**config.mk**
```make
export PLATFORM = sky130hd
export DESIGN_NAME = rst_seq_module
export DESIGN_NICKNAME = d
export VERILOG_FILES = /design/src/rtl/rst_seq_module.sv
export SDC_FILE = /design/constraint.sdc
export NUM_CORES = 1
export LEC_CHECK = 0
export BUFFER_PORTS_ARGS = -buffer_cell sky130_fd_sc_hd__buf_2
export CAP_MARGIN = 5
export CORE_MARGIN = 10
export CORE_UTILIZATION = 34
export CTS_BUF_LIST = sky130_fd_sc_hd__clkbuf_4
export DETAILED_ROUTE_END_ITERATION = 16
export RECOVER_POWER = 100
export SLEW_MARGIN = 10
export SYNTH_ARGS = -nofsm -noshare
export SYNTH_HDL_FRONTEND = slang
export SYNTH_SLANG_ARGS = --single-unit
```
**constraint.sdc**
```tcl
create_clock -name i_clk -period 3.2 [get_ports i_clk]
set_clock_uncertainty 0.1 [all_clocks]
set_input_delay 0.32 -clock i_clk [delete_from_list [all_inputs] [get_ports i_clk]]
set_output_delay 0.32 -clock i_clk [all_outputs]
set_load 0.01 [all_outputs]
```
**src/rtl/rst_seq_module.sv**
```systemverilog
// Reset sequencer: filters PLL lock, then releases staged active-low resets
// one at a time with a fixed spacing. Lock loss or a soft-reset request
// reasserts every stage.
//
// Optional feature macro: RST_SEQ_STATUS_EN (adds o_lock_loss_cnt).
//
// Ports:
//   i_clk            sole clock
//   i_rst_n          asynchronous active-low reset
//   i_pll_locked     PLL lock, asynchronous to i_clk (2-flop synchronized)
//   i_soft_rst       synchronous soft-reset request, honoured only in RUN
//   o_rst_n          staged active-low resets, bit 0 released first
//   o_ready          all stages released (RUN)
//   o_busy           sequencing in progress (FILTER, RELEASE, SOFT)
//   o_lock_loss_cnt  saturating count of lock losses after the filter
//                    (only with RST_SEQ_STATUS_EN)
module rst_seq_module #(
    parameter int unsigned P_STAGES      = 4,
    parameter int unsigned P_STAGE_DLY   = 16,
    parameter int unsigned P_LOCK_FILTER = 8,
    parameter int unsigned P_CNT_W       = 16
) (
    input  logic                i_clk,
    input  logic                i_rst_n,
    input  logic                i_pll_locked,
    input  logic                i_soft_rst,
    output logic [P_STAGES-1:0] o_rst_n,
    output logic                o_ready,
    output logic                o_busy
`ifdef RST_SEQ_STATUS_EN
    ,
    output logic [7:0]          o_lock_loss_cnt
`endif
);

    localparam int unsigned IDX_W = (P_STAGES > 1) ? $clog2(P_STAGES) : 1;
    localparam logic [P_CNT_W-1:0] DLY_LAST  = P_CNT_W'(P_STAGE_DLY - 1);
    localparam logic [P_CNT_W-1:0] FILT_LAST = P_CNT_W'(P_LOCK_FILTER - 1);
    localparam logic [IDX_W-1:0]   IDX_LAST  = IDX_W'(P_STAGES - 1);

    typedef enum logic [2:0] {
        S_HOLD    = 3'd0,
        S_FILTER  = 3'd1,
        S_RELEASE = 3'd2,
        S_RUN     = 3'd3,
        S_SOFT    = 3'd4
    } state_t;

    state_t               state_q, state_d;
    logic [P_CNT_W-1:0]   cnt_q, cnt_d;
    logic [IDX_W-1:0]     idx_q, idx_d;
    logic [P_STAGES-1:0]  rst_d;
    logic                 ready_d;
    logic                 busy_d;
    logic [1:0]           sync_q;
    logic                 locked_s;

    // Lock synchronizer; only locked_s is used for decisions.
    always_ff @(posedge i_clk or negedge i_rst_n) begin
        if (!i_rst_n) begin
            sync_q <= 2'b00;
        end else begin
            sync_q <= {sync_q[0], i_pll_locked};
        end
    end

    assign locked_s = sync_q[1];

    // State, counters and registered outputs.
    always_ff @(posedge i_clk or negedge i_rst_n) begin
        if (!i_rst_n) begin
            state_q <= S_HOLD;
            cnt_q   <= '0;
            idx_q   <= '0;
            o_rst_n <= '0;
            o_ready <= 1'b0;
            o_busy  <= 1'b0;
        end else begin
            state_q <= state_d;
            cnt_q   <= cnt_d;
            idx_q   <= idx_d;
            o_rst_n <= rst_d;
            o_ready <= ready_d;
            o_busy  <= busy_d;
        end
    end

    // Next state, counters and next output values.
    always_comb begin
        state_d = state_q;
        cnt_d   = cnt_q;
        idx_d   = idx_q;
        rst_d   = o_rst_n;

        case (state_q)
            S_HOLD: begin
                rst_d = '0;
                if (locked_s) begin
                    state_d = S_FILTER;
                    cnt_d   = '0;
                end
            end

            S_FILTER: begin
                rst_d = '0;
                if (!locked_s) begin
                    state_d = S_HOLD;
                    cnt_d   = '0;
                end else if (cnt_q == FILT_LAST) begin
                    state_d = S_RELEASE;
                    cnt_d   = '0;
                    idx_d   = '0;
                end else begin
                    cnt_d = cnt_q + P_CNT_W'(1);
                end
            end

            S_RELEASE: begin
                if (!locked_s) begin
                    state_d = S_HOLD;
                    cnt_d   = '0;
                    idx_d   = '0;
                    rst_d   = '0;
                end else if (cnt_q == DLY_LAST) begin
                    rst_d[idx_q] = 1'b1;
                    cnt_d        = '0;
                    // Last stage released: enter RUN on the same edge.
                    if (idx_q == IDX_LAST) begin
                        state_d = S_RUN;
                        idx_d   = '0;
                    end else begin
                        idx_d = idx_q + IDX_W'(1);
                    end
                end else begin
                    cnt_d = cnt_q + P_CNT_W'(1);
                end
            end

            S_RUN: begin
                rst_d = '1;
                // Lock loss takes priority over a soft-reset request.
                if (!locked_s) begin
                    state_d = S_HOLD;
                    cnt_d   = '0;
                    idx_d   = '0;
                    rst_d   = '0;
                end else if (i_soft_rst) begin
                    state_d = S_SOFT;
                    cnt_d   = '0;
                    rst_d   = '0;
                end
            end

            S_SOFT: begin
                rst_d = '0;
                if (!locked_s) begin
                    state_d = S_HOLD;
                    cnt_d   = '0;
                    idx_d   = '0;
                end else if (cnt_q == DLY_LAST) begin
                    // Lock is already qualified, so skip the filter.
                    state_d = S_RELEASE;
                    cnt_d   = '0;
                    idx_d   = '0;
                end else begin
                    cnt_d = cnt_q + P_CNT_W'(1);
                end
            end

            default: begin
                state_d = S_HOLD;
                cnt_d   = '0;
                idx_d   = '0;
                rst_d   = '0;
            end
        endcase

        ready_d = (state_d == S_RUN);
        busy_d  = (state_d == S_FILTER) || (state_d == S_RELEASE) ||
                  (state_d == S_SOFT);
    end

`ifdef RST_SEQ_STATUS_EN
    // Lock losses after the filter has qualified lock; FILTER exits excluded.
    logic lock_loss_c;

    assign lock_loss_c = !locked_s &&
                         ((state_q == S_RELEASE) || (state_q == S_SOFT) ||
                          (state_q == S_RUN));

    always_ff @(posedge i_clk or negedge i_rst_n) begin
        if (!i_rst_n) begin
            o_lock_loss_cnt <= 8'd0;
        end else if (lock_loss_c && (o_lock_loss_cnt != 8'hFF)) begin
            o_lock_loss_cnt <= o_lock_loss_cnt + 8'd1;
        end
    end
`else
    // No status counter in this build.
`endif

endmodule

```
==> results of run 1 <==
==> kinds of logic (layout without fill, tap and decap cells) <==
kind of cell,Yosys count,in the layout
AO/OA/AOI/OAI,37,37
XOR/XNOR,6,6
adder cells (fa/ha/maj),5,5
buffers and inverters,19,31
flip-flops,29,29
multiplexers,4,4
AND/OR/NAND/NOR,69,69
==> area by class of cell <==
type,instances,share of cell area
Tap cell,54,0.0386
Sequential cell,29,0.415
Clock buffer,5,0.0215
Timing Repair Buffer,12,0.0365
Inverter,11,0.0236
Clock inverter,3,0.00715
Multi-Input combinational cell,121,0.458
==> per-layer routing <==
layer / vias to the layer above / global-route usage
met2: 14 / 0.146
li1: 631 / -
met3: 6 / 0.0374
met4: 0 / 0.0382
met1: 585 / 0.0965
met5: - / 0
==> power by group <==
| part | internal, mW | switching, mW | leakage [nW] | total (mW) |
|---|---|---|---|---|
| logic | 0.0252 | 0.0402 | 0.356 | 0.0654 |
| registers | 0.375 | 0.0107 | 0.395 | 0.386 |
| clock network | 0.0792 | 0.123 | 0.0300 | 0.202 |
==> sequential cells by signal, summed over array words and instances (netlist names) <==
name,cells
o_rst_n,4
o_ready,1
sync_q,2
state_q,3
cnt_q,16
o_busy,1
idx_q,2
==> worst max-delay path: cells and delay by family, from the launching register on <==
kind	cells	cell delay, ns
and+or+nand+nor	4	1.39
DFF	1	0.43
AOI/OAI and AO/OA	1	0.54
==> cell usage after synthesis, types with 4 or more instances <==
master,instances,area share
inv_1,11,0.026
a21o_1,5,0.023
nand2_1,8,0.019
nor2_1,12,0.028
and3_1,4,0.016
mux2i_1,4,0.025
ha_1,5,0.039
buf_2,5,0.016
xor2_1,6,0.033
a21oi_1,7,0.022
nor3_1,4,0.012
o21ai_0,10,0.031
nor3b_1,4,0.019
nand3_1,8,0.025
dfrtp_1,29,0.45
nand4_1,8,0.031
and2_1,4,0.016
==> how the worst max path moves through the flow <==
stage	slack [ns]	end	from
3_3_place_gp	0.83	cnt_q[13]	cnt_q[8]
4_1_cts	0.78	cnt_q[11]	cnt_q[8]
6_report	0.61	cnt_q[13]	cnt_q[8]
2_1_floorplan	1.31	cnt_q[4]	state_q[1]
3_5_place_dp	0.79	cnt_q[8]	cnt_q[8]
5_1_grt	0.40	cnt_q[13]	cnt_q[8]
==> timing repair <==
item | 4_1_cts | 5_1_grt
setup endpoints to repair | 0 | 0
hold endpoints to repair | 30 | 0
hold buffers | 2 | 0
gates resized for setup | 0 | 0
==> metrics by stage <==
| step | std cells | hold slack, ns | instance area, µm² |
|---|---|---|---|
| finish | 235 | 0.231 | 1750 |
| global route | 235 | 0.221 | 1750 |
| global placement | 225 | 0.232 | 1690 |
| floorplan | 169 | -0.0756 | 1610 |
| detailed placement | 225 | 0.242 | 1690 |
| CTS | 235 | 0.226 | 1760 |
==> run summary, run 1 <==
Final #Nets - 189
Synth Flop Type - dfrtp_1
Min Tclk post-route - 2.59 ns
Setup TNS - 0 ns
Most frequent cells in the layout - dfrtp_1, nor2_1, inv_1, o21ai_0
Worst path cell trace - nor4_1, nand4_1, a22oi_2, and2_1, nor2_1
Worst r2r src - cnt_q[8]
Simple-gate share of the synthesized area - 0.254
IO buf count - 9
Worst Hold Path EP - state_q[2]
Synth cell types - 41
DR top layer - met4
Reg2reg setup slack - 0.61 ns
R2r worst-path depth - 5
Synth Instances - 169
Setup bufs post-CTS - 0
Compound-gate portion of the synthesized area - 0.150
Starting Density - 0.346
MaxCap Viol Count - 1
Drt drc - 0
Netlist Area Pre-Place - 1610 µm²
Worst slew pin tran - 1.56 ns
TritonCTS clock tree - built
Fmax - 0.387 GHz
Max FO, Critical Path - 15
Met1 wire length - 1400 µm
Vias/cell - 5.26
Max clock buf depth - 2
GRT Util Overall - 0.0882
Slowest cell on crit path - nor4_1
Max stage delay on crit path - 0.61 ns
Rows - 25
Sequential cell area - 726 µm²
H-tree depth - 2
Routed Wire Length - 3100 µm
Die area - 7900 µm²
Utilization after layout - 0.375
Largest net degree at the start of global routing - 30
Seq/Total Area, Yosys - 0.450
HP Class - in2reg
Vias in the first global route - 1215
Final hold vios - 0
WP data arrival - 2.69 ns
Portion of netlist area occupied by mux cells - 0.0248
Worst slack, placed - 0.786 ns
Most common cell after layout, fill and taps aside - dfrtp_1
Unrepaired setup endpoints after global routing - no
Die Wd - 88.9 µm
Multi-input gate area - 801 µm²
Xor-xnor portion of the synthesized cell area - 0.0326
Worst rel slew slack - -0.0377
Core area - 4660 µm²
Die H - 88.9 µm
Outcome - complete, but fails checks
First-pass GRT wire length - 5460 µm
PnR Total Power - 0.653 mW
# setup viols final - 0
Avg Cell Area, Syn - 9.55 µm²
Met3 wire len - 170 µm
Number of synthesized flops with an enable pin - 0
Synthesized flop and latch total - 29
Number of buffers created by CTS - 5
Final worst-path cycle share - 0.808
WHS Path Cells - 2
Dpl hpwl - 2240 µm
Yosys Warn Count - 0
Clock-pin slew on the worst setup and hold paths - 0.09 ns
Setup crit end kind - flip-flop
Failing checks - max-capacitance violations, max-slew violations
HP Start - i_soft_rst
Largest family of logic cells by synthesized area - simple AND/OR/NAND/NOR gates
Clock sink count - 29
Antenna Cells - 0
Syn nets - 178
Layout cells sized above 1 - 0.0884
Critical Path RT - 3.31 ns
Initial drt markers - 68
Adder-Cell Fraction of Synth Area - 0.0388
Worst-skew pair later-pin latency - 0.33 ns
Remaining antenna violation count - 0
R2r endpoint - cnt_q[13]
First-pass detailed-route iteration total - 3
Final setup margin - 0.614 ns
Placer Congestion - 0.778
P_leak - 0.782 nW
Routed vias - 1236
Initial antenna violation count - 0
Category of the most critical setup path - reg2reg
Total I/O pin count - 10
Final Max Tran Viols - 30
Clock root cell - clkbuf_4
Met2 wire length - 1470 µm
Pwr per Cell Area - 373 nW/µm²
Synth async-reset ratio - 1.00
GRT Residual Overflow - 0
Startpoint Class - flip-flop
P&R area growth vs syn - 8.37%
Fill cell count - 495
Maximum vdd ir drop - 0.146 mV
WL/cell - 13.2 µm
No activity file was read; power rests on OpenSTA's default activity.
==> inputs of run 2 (changes only) <==
==> constraint.sdc (replaced) <==
create_clock -name i_clk -period 2.4 [get_ports i_clk]
set_clock_uncertainty 0.1 [all_clocks]
set_input_delay 0.24 -clock i_clk [delete_from_list [all_inputs] [get_ports i_clk]]
set_output_delay 0.24 -clock i_clk [all_outputs]
set_load 0.01 [all_outputs]
==> run 2 against run 1 <==
The flow still finishes with violations (max-capacitance violations, max-slew violations). Cell count rose by 0.85%. Die area is the same. Global-route usage rose by 0.51 points. Wire length up 1.3%. Via count increased by 0.16%. Fmax rose by 19%. First-iteration DRC count rose by 2.9%. Final area increased by 1.5%. Register-to-register slack got worse by 0.38 ns. Worst setup slack worse by 0.38 ns. Sequential cell count is the same.
==> run summary, run 2 (synthesis results as in run 1) <==
Drt drc - 0 (unchanged)
Starting Density - 0.346 (unchanged)
First-pass detailed-route iteration total - 4 (+1)
Max clock buf depth - 2 (unchanged)
Setup bufs post-CTS - 0 (unchanged)
Cell Area, Placed - 1710 µm² (+0.89%)
Startpoint Class - flip-flop
Die H - 88.9 µm (unchanged)
Pwr per Cell Area - 506 nW/µm² (+35%)
First-pass GRT wire length - 5900 µm (+8.1%)
Final Max Tran Viols - 30 (unchanged)
Worst slew pin tran - 1.51 ns (-0.0474 ns)
Most flop-heavy register - cnt_q
Die Wd - 88.9 µm (unchanged)
Core area - 4660 µm² (unchanged)
Vias/cell - 5.22 (-0.68%)
Final worst-path cycle share - 0.904 (+0.0956)
Critical Path RT - 2.52 ns (-0.79 ns)
Unrepaired setup endpoints after global routing - no
Number of buffers created by CTS - 5 (unchanged)
Initial drt markers - 70 (+2.9%)
Vias in the first global route - 1277 (+5.1%)
Remaining antenna violation count - 0 (unchanged)
Placer Congestion - 0.835 (+7.3%)
WP data arrival - 2.29 ns (-0.40 ns)
Worst rel slew slack - -0.00610 (+0.0316)
Largest register FFs - 16 (unchanged)
P&R area growth vs syn - 10.0%
Worst-skew pair later-pin latency - 0.33 ns (about the same)
Setup TNS - 0 ns (unchanged)
Final #Nets - 191 (+1.1%)
Initial antenna violation count - 0 (unchanged)
Fmax - 0.461 GHz (+19%)
Die area - 7900 µm² (unchanged)
Rows - 25 (unchanged)
Biggest regs - cnt_q: 16 flops, o_rst_n: 4 flops, state_q: 3 flops
Post-CTS Hold Buffers - 2 (unchanged)
Routed vias - 1238 (+0.16%)
Utilization after layout - 0.381 (+0.00564)
Routed Wire Length - 3140 µm (+1.3%)
GRT Util Overall - 0.0933 (+0.00509)
Max FO, Critical Path - 12 (-3)
Outcome - complete, but fails checks
WHS Path Cells - 2 (unchanged)
TritonCTS clock tree - built
Most frequent cells in the layout - dfrtp_1, nor2_1, inv_1, o21ai_0
Category of the most critical setup path - reg2reg
Min Tclk post-route - 2.17 ns (-0.417 ns)
HP Class - in2reg
Maximum vdd ir drop - 0.152 mV (+4.1%)
MaxCap Viol Count - 1 (unchanged)
Clock sink count - 29 (unchanged)
GRT Residual Overflow - 0 (unchanged)
Setup crit end kind - flip-flop
Most common cell after layout, fill and taps aside - dfrtp_1
R2r worst-path depth - 6 (+1)
Largest net degree at the start of global routing - 30 (unchanged)
Final hold vios - 0 (unchanged)
Layout cells sized above 1 - 0.115 (+0.0264)
WL/cell - 13.2 µm (+0.44%)
Dpl hpwl - 2240 µm (about the same)
IO buf count - 9 (unchanged)
Post-CTS resize count - 0 (unchanged)
Clock-pin slew on the worst setup and hold paths - 0.09 ns (about the same)
Finished Cell Area - 1780 µm² (+1.5%)
Failing checks - max-capacitance violations, max-slew violations
Antenna Cells - 0 (unchanged)
Total I/O pin count - 10 (unchanged)
H-tree depth - 2 (unchanged)
# setup viols final - 0 (unchanged)
Clock root cell - clkbuf_4
P_leak - 0.798 nW (+2.1%)
[run 2: cell types whose count changed in the layout (fill, tap and decap cells not counted)]
cell,before,now
buf_4,1,3
clkbuf_4,5,6
clkinv_1,2,0
clkinv_2,1,2
nor4_1,3,2
nor4_2,2,3
[run 2: worst max-delay path, stage by stage (launching register included)]
cell,delay [ns]
dfrtp_1,0.44
nor4_2,0.46
nand4_1,0.26
a22oi_2,0.29
buf_4,0.22
o21ai_0,0.11
a21o_1,0.18
[run 2: final timing paths]
| check | from | endpoint | slack [ns] |
|---|---|---|---|
| max | cnt_q[8] | cnt_q[3] | 0.23 |
| min | i_soft_rst | state_q[2] | 0.14 |
| max reg2reg | cnt_q[8] | cnt_q[3] | 0.23 |
| min reg2reg | sync_q[0] | sync_q[1] | 0.26 |
| max in group asynchronous | i_rst_n | cnt_q[2] | 0.61 |
| min in group asynchronous | i_rst_n | cnt_q[12] | 0.71 |
[run 2: through the flow]
stage	hold WS (ns)	worst slack, ns	cells	power (mW)
after floorplan	-0.156	0.513	169	0.586
after global placement	0.212	0.278	227	0.617
after detailed placement	0.207	0.263	227	0.617
after CTS	0.132	0.219	237	0.914
after global routing	0.132	0.0417	237	0.959
final	0.140	0.231	237	0.898
[run 2: power breakdown]
| group | leakage, nW | total [mW] | switching [mW] | internal [mW] |
|---|---|---|---|---|
| sequential | 0.395 | 0.513 | 0.0132 | 0.500 |
| clock | 0.0354 | 0.291 | 0.168 | 0.123 |
| combinational | 0.367 | 0.0939 | 0.0572 | 0.0367 |
| total | 0.798 | 0.898 | 0.239 | 0.659 |
[run 2: final cells by class]
cell class | instances | area (µm²)
sequential | 29 | 726
timing repair buffer | 14 | 78.8
clock buffer | 6 | 45.0
clock inverter | 2 | 10.0
inverter | 11 | 41.3
multi-input combinational | 121 | 807
tap | 54 | 67.6
fill | 489 | 2890
[run 2: metal layers]
metal / track usage / vias to the layer above / wire (µm)
li1: - / 630 / -
met1: 0.116 / 586 / 1510
met2: 0.138 / 16 / 1400
met3: 0.0374 / 6 / 160
met4: 0.0426 / 0 / 64
met5: 0 / - / 0
==> inputs of run 3 (changes only) <==
--- a/config.mk
+++ b/config.mk
@@ -12,6 +12,7 @@
 export CTS_BUF_LIST = sky130_fd_sc_hd__clkbuf_4
 export DETAILED_ROUTE_END_ITERATION = 16
 export RECOVER_POWER = 100
+export SETUP_SLACK_MARGIN = 0.3
 export SLEW_MARGIN = 10
 export SYNTH_ARGS = -nofsm -noshare
 export SYNTH_HDL_FRONTEND = slang
==> constraint.sdc (replaced) <==
create_clock -name i_clk -period 2.4 [get_ports i_clk]
set_clock_uncertainty 0.1 [all_clocks]
set_input_delay 0 -clock i_clk [delete_from_list [all_inputs] [get_ports i_clk]]
set_output_delay 0 -clock i_clk [all_outputs]
set_load 0.01 [all_outputs]
==> run 3 against run 2 <==
The flow still finishes with violations (max-capacitance violations, max-slew violations). Critical path depth stayed put. Global-route usage rose by 0.095 points. Sequential cell count stayed put. Total power increased by 0.49%. Die area unchanged. Critical path type unchanged. Critical endpoint unchanged. Largest power group unchanged.
==> run summary, run 3 (synthesis results as in run 1) <==
Placer Congestion - 0.835 (unchanged)
GRT Util Overall - 0.0943 (+0.000947)
Largest register FFs - 16 (unchanged)
Final hold vios - 0 (unchanged)
Critical Path RT - 2.52 ns (about the same)
Grt peak-use layer - met2
Clock root cell - clkbuf_4
Final #Nets - 196 (+2.6%)
First-pass detailed-route iteration total - 4 (unchanged)
Maximum vdd ir drop - 0.152 mV (+0.13%)
Biggest regs - cnt_q: 16 flops, o_rst_n: 4 flops, state_q: 3 flops
HP Start - i_pll_locked
Rows - 25 (unchanged)
Pint - 0.662 mW (+0.36%)
MaxCap Viol Count - 1 (unchanged)
WL/cell - 13.3 µm (+0.56%)
Worst rel slew slack - -0.0154 (-0.00926)
Drt drc - 0 (unchanged)
Net Switching - 0.241 mW (+0.86%)
IO buf count - 9 (unchanged)
Most flop-heavy register - cnt_q
GRT Residual Overflow - 0 (unchanged)
Clk pwr share - 0.324 (about the same)
P_leak - 0.829 nW (+3.9%)
R2r worst-path depth - 6 (unchanged)
Worst path cell trace - nor4_4, nand4_1, a22oi_1, buf_4, o21ai_0, a21o_1
Vias/cell - 5.26 (+0.78%)
Final Max Tran Viols - 30 (unchanged)
HP Class - in2reg
Clock-pin slew on the worst setup and hold paths - 0.10 ns (about the same)
Worst Hold Path EP - sync_q[0]
Initial antenna violation count - 0 (unchanged)
H-tree depth - 2 (unchanged)
Final worst-path cycle share - 0.861 (-0.0429)
Unrepaired setup endpoints after global routing - yes
Clock sink count - 29 (unchanged)
Layout cells sized above 1 - 0.138 (+0.0235)
Max stage delay on crit path - 0.48 ns (+0.02 ns)
Worst r2r src - cnt_q[11]
Die Wd - 88.9 µm (unchanged)
Most frequent cells in the layout - dfrtp_1, nor2_1, inv_1, o21ai_0
Vias in the first global route - 1284 (+0.55%)
TritonCTS clock tree - built
Met2 Resource Use GR - 0.142 (+0.00399)
GRT met1 Usage - 0.115 (-0.000539)
WP data arrival - 2.19 ns (-0.10 ns)
Core area - 4660 µm² (unchanged)
Max clock buf depth - 2 (unchanged)
# setup viols final - 0 (unchanged)
Initial drt markers - 59 (-16%)
R2r endpoint - cnt_q[3]
Outcome - complete, but fails checks
Die H - 88.9 µm (unchanged)
WHS Path Cells - 2 (unchanged)
Slowest cell on crit path - dfrtp_1
Fmax - 0.484 GHz (+5.0%)
Antenna Cells - 0 (unchanged)
Reg2reg setup slack - 0.33 ns (+0.10 ns)
Seq pwr share - 0.569 (-0.003)
Die area - 7900 µm² (unchanged)
Routed vias - 1274 (+2.9%)
Largest net degree at the start of global routing - 30 (unchanged)
Remaining antenna violation count - 0 (unchanged)
Dpl hpwl - 2240 µm (unchanged)
First-pass GRT wire length - 5930 µm (+0.59%)
Most common cell after layout, fill and taps aside - dfrtp_1
Max FO, Critical Path - 12 (unchanged)
Switching part of the total power - 0.267 (+0.000968)
Routed Wire Length - 3220 µm (+2.7%)
Min Tclk post-route - 2.07 ns (-0.103 ns)
Worst-skew pair later-pin latency - 0.33 ns (about the same)
Number of buffers created by CTS - 5 (unchanged)
Failing checks - max-capacitance violations, max-slew violations
Cell Area, Placed - 1710 µm² (unchanged)
Total I/O pin count - 10 (unchanged)
Worst slew pin tran - 1.52 ns (+0.0139 ns)
P&R area growth vs syn - 13.8%
Met3 usage - 0.0374 (unchanged)
Category of the most critical setup path - reg2reg
Combinational fraction of design power - 0.107 (+0.002)
Setup TNS - 0 ns (unchanged)
Starting Density - 0.346 (unchanged)
Pwr per Cell Area - 491 nW/µm² (-2.9%)
Startpoint Class - flip-flop
Setup crit end kind - flip-flop
Finished Cell Area - 1840 µm² (+3.5%)
==> run 3: what timing repair did <==
item,4_1_cts,5_1_grt
resized for setup,2,8
hold endpoints to repair,34,0
setup endpoints to repair,13,16
hold buffers,3,0
pin swaps,1,4
setup buffers,1,3
==> run 3: power groups by stage <==
stage               Combinational [mW]  Clock (mW)  Sequential [mW]
floorplan                       0.0694           0            0.517
global placement                0.0943           0            0.522
detailed placement              0.0941           0            0.522
CTS                              0.101       0.304            0.513
global route                     0.113       0.334            0.516
finish                          0.0968       0.292            0.513
==> run 3: how the worst max path moves through the flow <==
stage          startpoint        to  cells past startpoint
2_1_floorplan  state_q[1]  cnt_q[4]                      7
3_3_place_gp     cnt_q[8]  cnt_q[5]                      6
3_5_place_dp     cnt_q[8]  cnt_q[6]                      6
4_1_cts          cnt_q[0]  cnt_q[3]                      7
5_1_grt          cnt_q[0]  cnt_q[3]                      7
6_report        cnt_q[11]  cnt_q[3]                      6
==> run 3: final cells by class <==
class,count,area (µm²)
clock buffers,6,45.0
clock inverters,2,10.0
multi-input cells,121,828
repair buffers,19,115
fillers,492,2820
inverters,11,41.3
well taps,54,67.6
flip-flops and latches,29,729
==> run 3: critical path, delay by kind of cell, from the launching register on <==
family / cells / cell delay, ns
AOI/OAI and AO/OA: 3 / 0.60
and+or+nand+nor: 2 / 0.55
DFF: 1 / 0.48
buffers and inverters: 1 / 0.24
==> run 3: metal layers <==
layer  up-vias  part of all wire
met3         6             0.052
met2        20              0.46
li1        641                 -
met4         0             0.018
met1       607              0.47
met5         -                 0
==> run 3: stage by stage <==
step	total power [mW]	cells	utilization	hold slack (ns)	worst slack, ns
after floorplan	0.586	169	-	-0.396	0.513
after global placement	0.617	227	0.367	-0.0285	0.278
after detailed placement	0.617	227	0.367	-0.0331	0.263
after CTS	0.918	239	0.390	0.141	0.321
after global routing	0.963	242	0.394	0.204	0.163
final	0.902	242	0.394	0.206	0.334
